===== config.mk =====
export PLATFORM = sky130hd
export DESIGN_NAME = divider_control
export DESIGN_NICKNAME = d
export VERILOG_FILES = /design/src/rtl/divider_control.sv
export SDC_FILE = /design/constraint.sdc
export NUM_CORES = 1
export LEC_CHECK = 0
export CORE_AREA = 3 3 40 42
export CTS_CLUSTER_DIAMETER = 100
export CTS_CLUSTER_SIZE = 24
export DETAILED_ROUTE_END_ITERATION = 16
export DIE_AREA = 0 0 43 45
export GPL_TIMING_DRIVEN = 0
export SYNTH_ARGS = -nofsm -noshare
export SYNTH_HDL_FRONTEND = slang
export SYNTH_SLANG_ARGS = --single-unit
export TNS_END_PERCENT = 30

===== constraint.sdc =====
create_clock -name Clock -period 1.5 [get_ports Clock]
set_clock_uncertainty 0.2 [all_clocks]
set_input_delay 0.375 -clock Clock [delete_from_list [all_inputs] [get_ports Clock]]
set_output_delay 0.375 -clock Clock [all_outputs]
set_load 0.03 [all_outputs]

===== src/rtl/divider_control.sv =====
// divider_control: Moore FSM sequencing a restoring divide-by-repeated-subtraction datapath
module divider_control (
    input  logic Clock,
    input  logic nReset,
    input  logic Start,
    input  logic Test,
    input  logic nBorrow,
    input  logic Overflow,
    output logic LoadA,
    output logic LoadB,
    output logic LoadM,
    output logic EnableOp1,
    output logic EnableOp2,
    output logic EnableZero,
    output logic EnableSub,
    output logic Increment,
    output logic LoadResult,
    output logic Busy,
    output logic Done,
    output logic Error
);
    typedef enum logic [2:0] {
        IDLE  = 3'd0,
        LOAD  = 3'd1,
        CHECK = 3'd2,
        SUB   = 3'd3,
        STORE = 3'd4,
        DONE  = 3'd5,
        ERROR = 3'd6
    } state_e;

    state_e state_q, state_d;

    // State register; reset drops straight to IDLE so every output clears at once
    always_ff @(posedge Clock or negedge nReset) begin
        if (!nReset) state_q <= IDLE;
        else         state_q <= state_d;
    end

    // Next state; Test freezes the machine, unused encodings fall back to IDLE
    always_comb begin
        state_d = state_q;
        if (!Test) begin
            case (state_q)
                IDLE:    state_d = Start ? LOAD : IDLE;
                LOAD:    state_d = CHECK;
                CHECK:   state_d = !nBorrow ? STORE : (Overflow ? ERROR : SUB);
                SUB:     state_d = CHECK;
                STORE:   state_d = DONE;
                DONE:    state_d = IDLE;
                ERROR:   state_d = IDLE;
                default: state_d = IDLE;
            endcase
        end
    end

    // Output decode from registered state only; Test masks everything low
    always_comb begin
        LoadA      = 1'b0;
        LoadB      = 1'b0;
        LoadM      = 1'b0;
        EnableOp1  = 1'b0;
        EnableOp2  = 1'b0;
        EnableZero = 1'b0;
        EnableSub  = 1'b0;
        Increment  = 1'b0;
        LoadResult = 1'b0;
        Done       = 1'b0;
        Error      = 1'b0;
        Busy       = !Test && (state_q != IDLE);
        if (!Test) begin
            case (state_q)
                LOAD: begin
                    LoadA      = 1'b1;
                    EnableOp1  = 1'b1;
                    LoadM      = 1'b1;
                    EnableOp2  = 1'b1;
                    LoadB      = 1'b1;
                    EnableZero = 1'b1;
                end
                SUB: begin
                    LoadA     = 1'b1;
                    EnableSub = 1'b1;
                    LoadB     = 1'b1;
                    Increment = 1'b1;
                end
                STORE:   LoadResult = 1'b1;
                DONE:    Done = 1'b1;
                ERROR: begin
                    Done  = 1'b1;
                    Error = 1'b1;
                end
                default: ;
            endcase
        end
    end
endmodule


==> flow_summary.ini, run 1 <==
[grt]
antenna_found_initial = 0
grt_max_degree = 8
grt_usage = 0.0867
use_met1 = 0.0775
grt-ovfl-total = 0
grt_pass1_vias = 279
grt_pass1_wl_um = 1120
met2_usage = 0.132
busiest_layer = met2
use_met3 = 0.0398

[place]
hpwl_um = 495
placed_cells = 65
pre_cts_ws_ns = -1.23
gp_congestion = 0.774
io_buffers = 17

[timing]
final.setup.worst_slack_ns = -0.344
tns_ns = -3.08
min_period_over_period = 1.23
finalSetupViolCount = 12
tightestPinTransition_ns = 0.221
hold_violations = 0
max_freq_ghz = 0.542
rsz0062_at_grt = yes
fin_crit_ns = 1.84
slew_violations = 0
slew_headroom = 0.851

[job]
maxCapViolations = 0

[synthesis]
synthTopCellsByCount = buf_4, nor2_1, a21oi_1, dfrtp_1, inv_1
synth_area_um2 = 259
ys_seq_area_frac = 0.290
syn_area_per_cell_um2 = 7.85
netlist.area_leader.share = 0.290
ys_ff_latch = 3
synth_top_cell_by_area = dfrtp_1
ys_top_cells_by_area = dfrtp_1, buf_4, a21oi_1
synth-main-ff-cell = dfrtp_1
yosysWarnings = 0
synthArstFlopShare = 1.00
syn-num-nets = 39
synth_edf_count = 0
synth.distinct_cells = 16
syn_inst = 33

[setup_path]
critPathMaxStageDelay_ns = 0.24
cp_data_required_time_ns = 0.92
slowest_stage = clkdlybuf4s15_2
worst_setup_path_start_kind = primary input
crit_top_cell = buf_6
path_buf_inv = 3
crit_family = buffers and inverters
cp_cell_sequence = clkdlybuf4s15_2, nor2_2, nand2_2, nor2_4, buf_6, buf_6
cp_data_arrival_time_ns = 1.27
critPathKind = in -> out
cp_max_fo = 7
end_kind = primary output

[routing]
wirelength_um = 662
ant_nets = 0
drcViolationCount = 0
first_pass_iters = 2
via_count = 306
vias_per_cell = 4.25
drtIter0Drc = 2
wl_per_cell_um = 9.19

[power]
p_leak_uw = 0.000254
powerDensity_nw_per_um2 = 1970
irDropWorstVdd_uv = 676
total_power_uw = 1070

[final_layout]
regMostFlops = state_q
largest_register_ffs = 3
areaGrowthSynthToFinish_pct = 111
layout-drive-gt1-share = 0.667
finish.utilization = 0.425
stdcell_count = 72
largestRegisters = state_q (3)
layout.nets = 64
antennaDiodeCount = 0

[run_status]
violations = negative setup slack
status = finished, violations left

[worst_hold_path]
hold_path.class = in -> async

[clock_network]
path_clk_slew_ns = 0.04
cts.sinks = 3
cts_tree = yes
cts.path.max_buffers = 2
htreeDepth = 1
root_buffer = clkbuf_4
clk_latency_ns = 0.23
numCtsBuffers = 3

[floorplanning]
core_area_um2 = 1280
die_w_um = 43
dieArea_um2 = 1940
start_util = 0.202
pin_count = 18
num_rows = 13
die_y_um = 45
[where the power goes]
part           internal, uW  switching (uW)  leakage (uW)
clock                  99.9            45.8     0.0000150
sequential              124            62.7     0.0000368
combinational           351             389      0.000203
[through the flow]
step | hold slack (ns) | instance area [um2]
finish | 0.122 | 546
global route | 0.131 | 546
CTS | 0.126 | 522
detailed placement | 0.369 | 485
global placement | 0.368 | 485
floorplan | -0.121 | 297
[routing by layer]
layer / wire length, um / part of all wire / up-vias
met5: 0 / 0 / -
met4: 11 / 0.017 / 0
met3: 54 / 0.082 / 2
met2: 351 / 0.53 / 13
met1: 245 / 0.37 / 141
li1: - / - / 150
[layout make-up]
type / instances / area (um2)
tap: 15 / 18.8
multi-input combinational: 21 / 158
sequential: 3 / 76.3
fill: 129 / 739
clock buffer: 4 / 26.3
inverter: 3 / 11.3
buffer: 6 / 60.1
timing repair buffer: 20 / 195
[cell families (layout without fill, tap and decap cells)]
| group | Yosys count | after routing | synth area share |
|---|---|---|---|
| and+or+nand+nor | 13 | 13 | 0.266 |
| xor gates and xnor gates | 1 | 1 | 0.0338 |
| DFF | 3 | 3 | 0.290 |
| buffers and inverters | 9 | 33 | 0.232 |
| AOI/OAI and AO/OA | 7 | 7 | 0.179 |
[cell usage in the layout (no fill, tap or decap), types with 2 or more instances in the layout]
| master | count |
|---|---|
| a21oi_1 | 3 |
| buf_4 | 7 |
| buf_6 | 13 |
| clkbuf_4 | 3 |
| clkdlybuf4s50_1 | 4 |
| dfrtp_1 | 2 |
| inv_2 | 2 |
| nor2_2 | 3 |
| nor2_4 | 2 |
[worst paths after layout]
path                                  from         end  depth (start not counted)  slack (ns)
max in group asynchronous           nReset  state_q[1]                          1        0.82
worst min register to register  state_q[2]  state_q[2]                          2        0.46
worst min-delay path                nReset  state_q[2]                          1        0.12
min in group Clock                    Test  state_q[2]                          2        0.34
worst max register to register  state_q[0]  state_q[2]                          3        0.28
worst max-delay path                  Test  EnableZero                          6       -0.34
[repair_timing]
item,CTS,global route
buffers inserted,1,2
pin swaps,4,3
setup endpoints to repair,12,12
resized for setup,85,3
hold buffers,0,0
(Power assumes the default switching activity.)
==> inputs of run 2 (changes only) <==
--- a/config.mk
+++ b/config.mk
@@ -6,11 +6,13 @@
 export NUM_CORES = 1
 export LEC_CHECK = 0
 export CORE_AREA = 3 3 40 42
-export CTS_CLUSTER_DIAMETER = 100
+export CTS_BUF_LIST = sky130_fd_sc_hd__clkbuf_8
+export CTS_CLUSTER_DIAMETER = 80
 export CTS_CLUSTER_SIZE = 24
 export DETAILED_ROUTE_END_ITERATION = 16
 export DIE_AREA = 0 0 43 45
 export GPL_TIMING_DRIVEN = 0
+export SLEW_MARGIN = 20
 export SYNTH_ARGS = -nofsm -noshare
 export SYNTH_HDL_FRONTEND = slang
 export SYNTH_SLANG_ARGS = --single-unit
==> flow_summary.ini, run 2 (synthesis results as in run 1) <==
[run_status]
status = finished, violations left
violations = negative setup slack

[clock_network]
cts.path.max_buffers = 2
cts.sinks = 3
root_buffer = clkbuf_8
clk_latency_ns = 0.22
cts_tree = yes
htreeDepth = 1
path_clk_slew_ns = 0.03
numCtsBuffers = 3

[final_layout]
largest_register_ffs = 3
regMostFlops = state_q
layout.nets = 64
nFillCells = 123
largestRegisters = state_q (3)
mostFrequentLayoutCell = buf_6
layout-drive-gt1-share = 0.719
areaGrowthSynthToFinish_pct = 121
multiInputGateArea_um2 = 171
final-seq-area_um2 = 77.6
layout_common_cells = buf_6, buf_4, clkdlybuf4s50_1
antennaDiodeCount = 0
stdcell_count = 72

[timing]
finalSetupViolCount = 12
min_period_over_period = 1.20
slew_headroom = 0.852
slew_violations = 0
tightestPinTransition_ns = 0.219
max_freq_ghz = 0.554
rsz0062_at_grt = yes
final.setup.worst_slack_ns = -0.304
hold_violations = 0
fin_crit_ns = 1.80

[grt]
grt_pass1_vias = 282
antenna_found_initial = 0
grt_usage = 0.0851
grt_max_degree = 8
grt-ovfl-total = 0
grt_pass1_wl_um = 1120

[setup_path]
rr_worst_depth = 3
critPathMaxStageDelay_ns = 0.43
worst_setup_path_start_kind = register
cp_data_arrival_time_ns = 1.23
slowest_stage = dfrtp_2
end_kind = primary output
cp_data_required_time_ns = 0.92
cp_max_fo = 4
critPathKind = reg -> out
cp_cell_sequence = nor2_4, nand2_4, nor2_4, buf_6, buf_6

[routing]
vias_per_cell = 4.28
via_count = 308
ant_nets = 0
drtIter0Drc = 2
met3_length_um = 64
first_pass_iters = 4
dr.max_layer_used = met4
wirelength_um = 688
drcViolationCount = 0
wl_per_cell_um = 9.56
wl_met2_um = 361
wirelength_met1_um = 240

[floorplanning]
die_y_um = 45
core_area_um2 = 1280
start_util = 0.202
num_rows = 13
pin_count = 18
die_w_um = 43
dieArea_um2 = 1940

[power]
p_int_uw = 662
irDropWorstVdd_uv = 783
seqPwrFrac = 0.163
p_sw_frac = 0.445
pwr-share-clk = 0.192
powerDensity_nw_per_um2 = 2080
p_leak_uw = 0.000272
combPwrFrac = 0.645
power_switching_uw = 531

[place]
placed_cells = 65
pre_cts_ws_ns = -1.23
io_buffers = 17
hpwl_um = 495
gp_congestion = 0.774

[worst_hold_path]
hold_path.class = in -> async

[job]
maxCapViolations = 0
[run 2: power groups by stage]
| stage | combinational, uW | clock, uW | sequential [uW] |
|---|---|---|---|
| global placement | 659 | 0 | 188 |
| finish | 769 | 229 | 194 |
| detailed placement | 664 | 0 | 187 |
| global route | 818 | 251 | 201 |
| CTS | 709 | 235 | 185 |
| floorplan | 473 | 0 | 174 |
[run 2: routing by layer]
layer / track usage / up-vias
met1: 0.0799 / 136
met4: 0.108 / 0
met5: 0 / -
met2: 0.132 / 16
li1: - / 153
met3: 0.0279 / 3
[run 2: layout make-up]
type                            instances  area share
Buffer                                  6       0.105
Clock buffer                            3      0.0721
Clock inverter                          1     0.00655
Inverter                                3      0.0197
Multi-Input combinational cell         21       0.299
Sequential cell                         3       0.135
Tap cell                               15      0.0328
Timing Repair Buffer                   20       0.330
[run 2: timing repair]
| item | CTS | global route |
|---|---|---|
| setup endpoints to repair | 12 | 12 |
| setup buffers | 1 | 2 |
| gates resized for setup | 85 | 10 |
| pin swaps | 4 | 3 |
| hold endpoints to repair | 0 | 0 |
| hold buffers | 0 | 0 |
[run 2: per-stage QoR]
stage	hold slack (ns)	power [uW]	setup TNS [ns]	area, um2	util
3_5_place_dp	0.369	851	-13.40	485	0.378
2_1_floorplan	-0.121	647	-1.08	297	-
6_report	0.142	1190	-2.59	573	0.446
4_1_cts	0.146	1130	-3.12	541	0.421
5_1_grt	0.160	1270	-3.29	573	0.446
3_3_place_gp	0.368	847	-13.36	485	0.378
[run 2: final timing paths]
kind	from	to	slack, ns
max	state_q[2]	EnableZero	-0.30
min	nReset	state_q[2]	0.14
max reg2reg	state_q[0]	state_q[2]	0.27
min reg2reg	state_q[2]	state_q[2]	0.44
max in group asynchronous	nReset	state_q[1]	0.80
min in group Clock	Test	state_q[2]	0.28
[run 2: worst max-delay path, delay by kind of cell (launching register included)]
kind                   cells  cell delay (ns)
and+or+nand+nor            3             0.35
buffers and inverters      2             0.22
DFF                        1             0.43
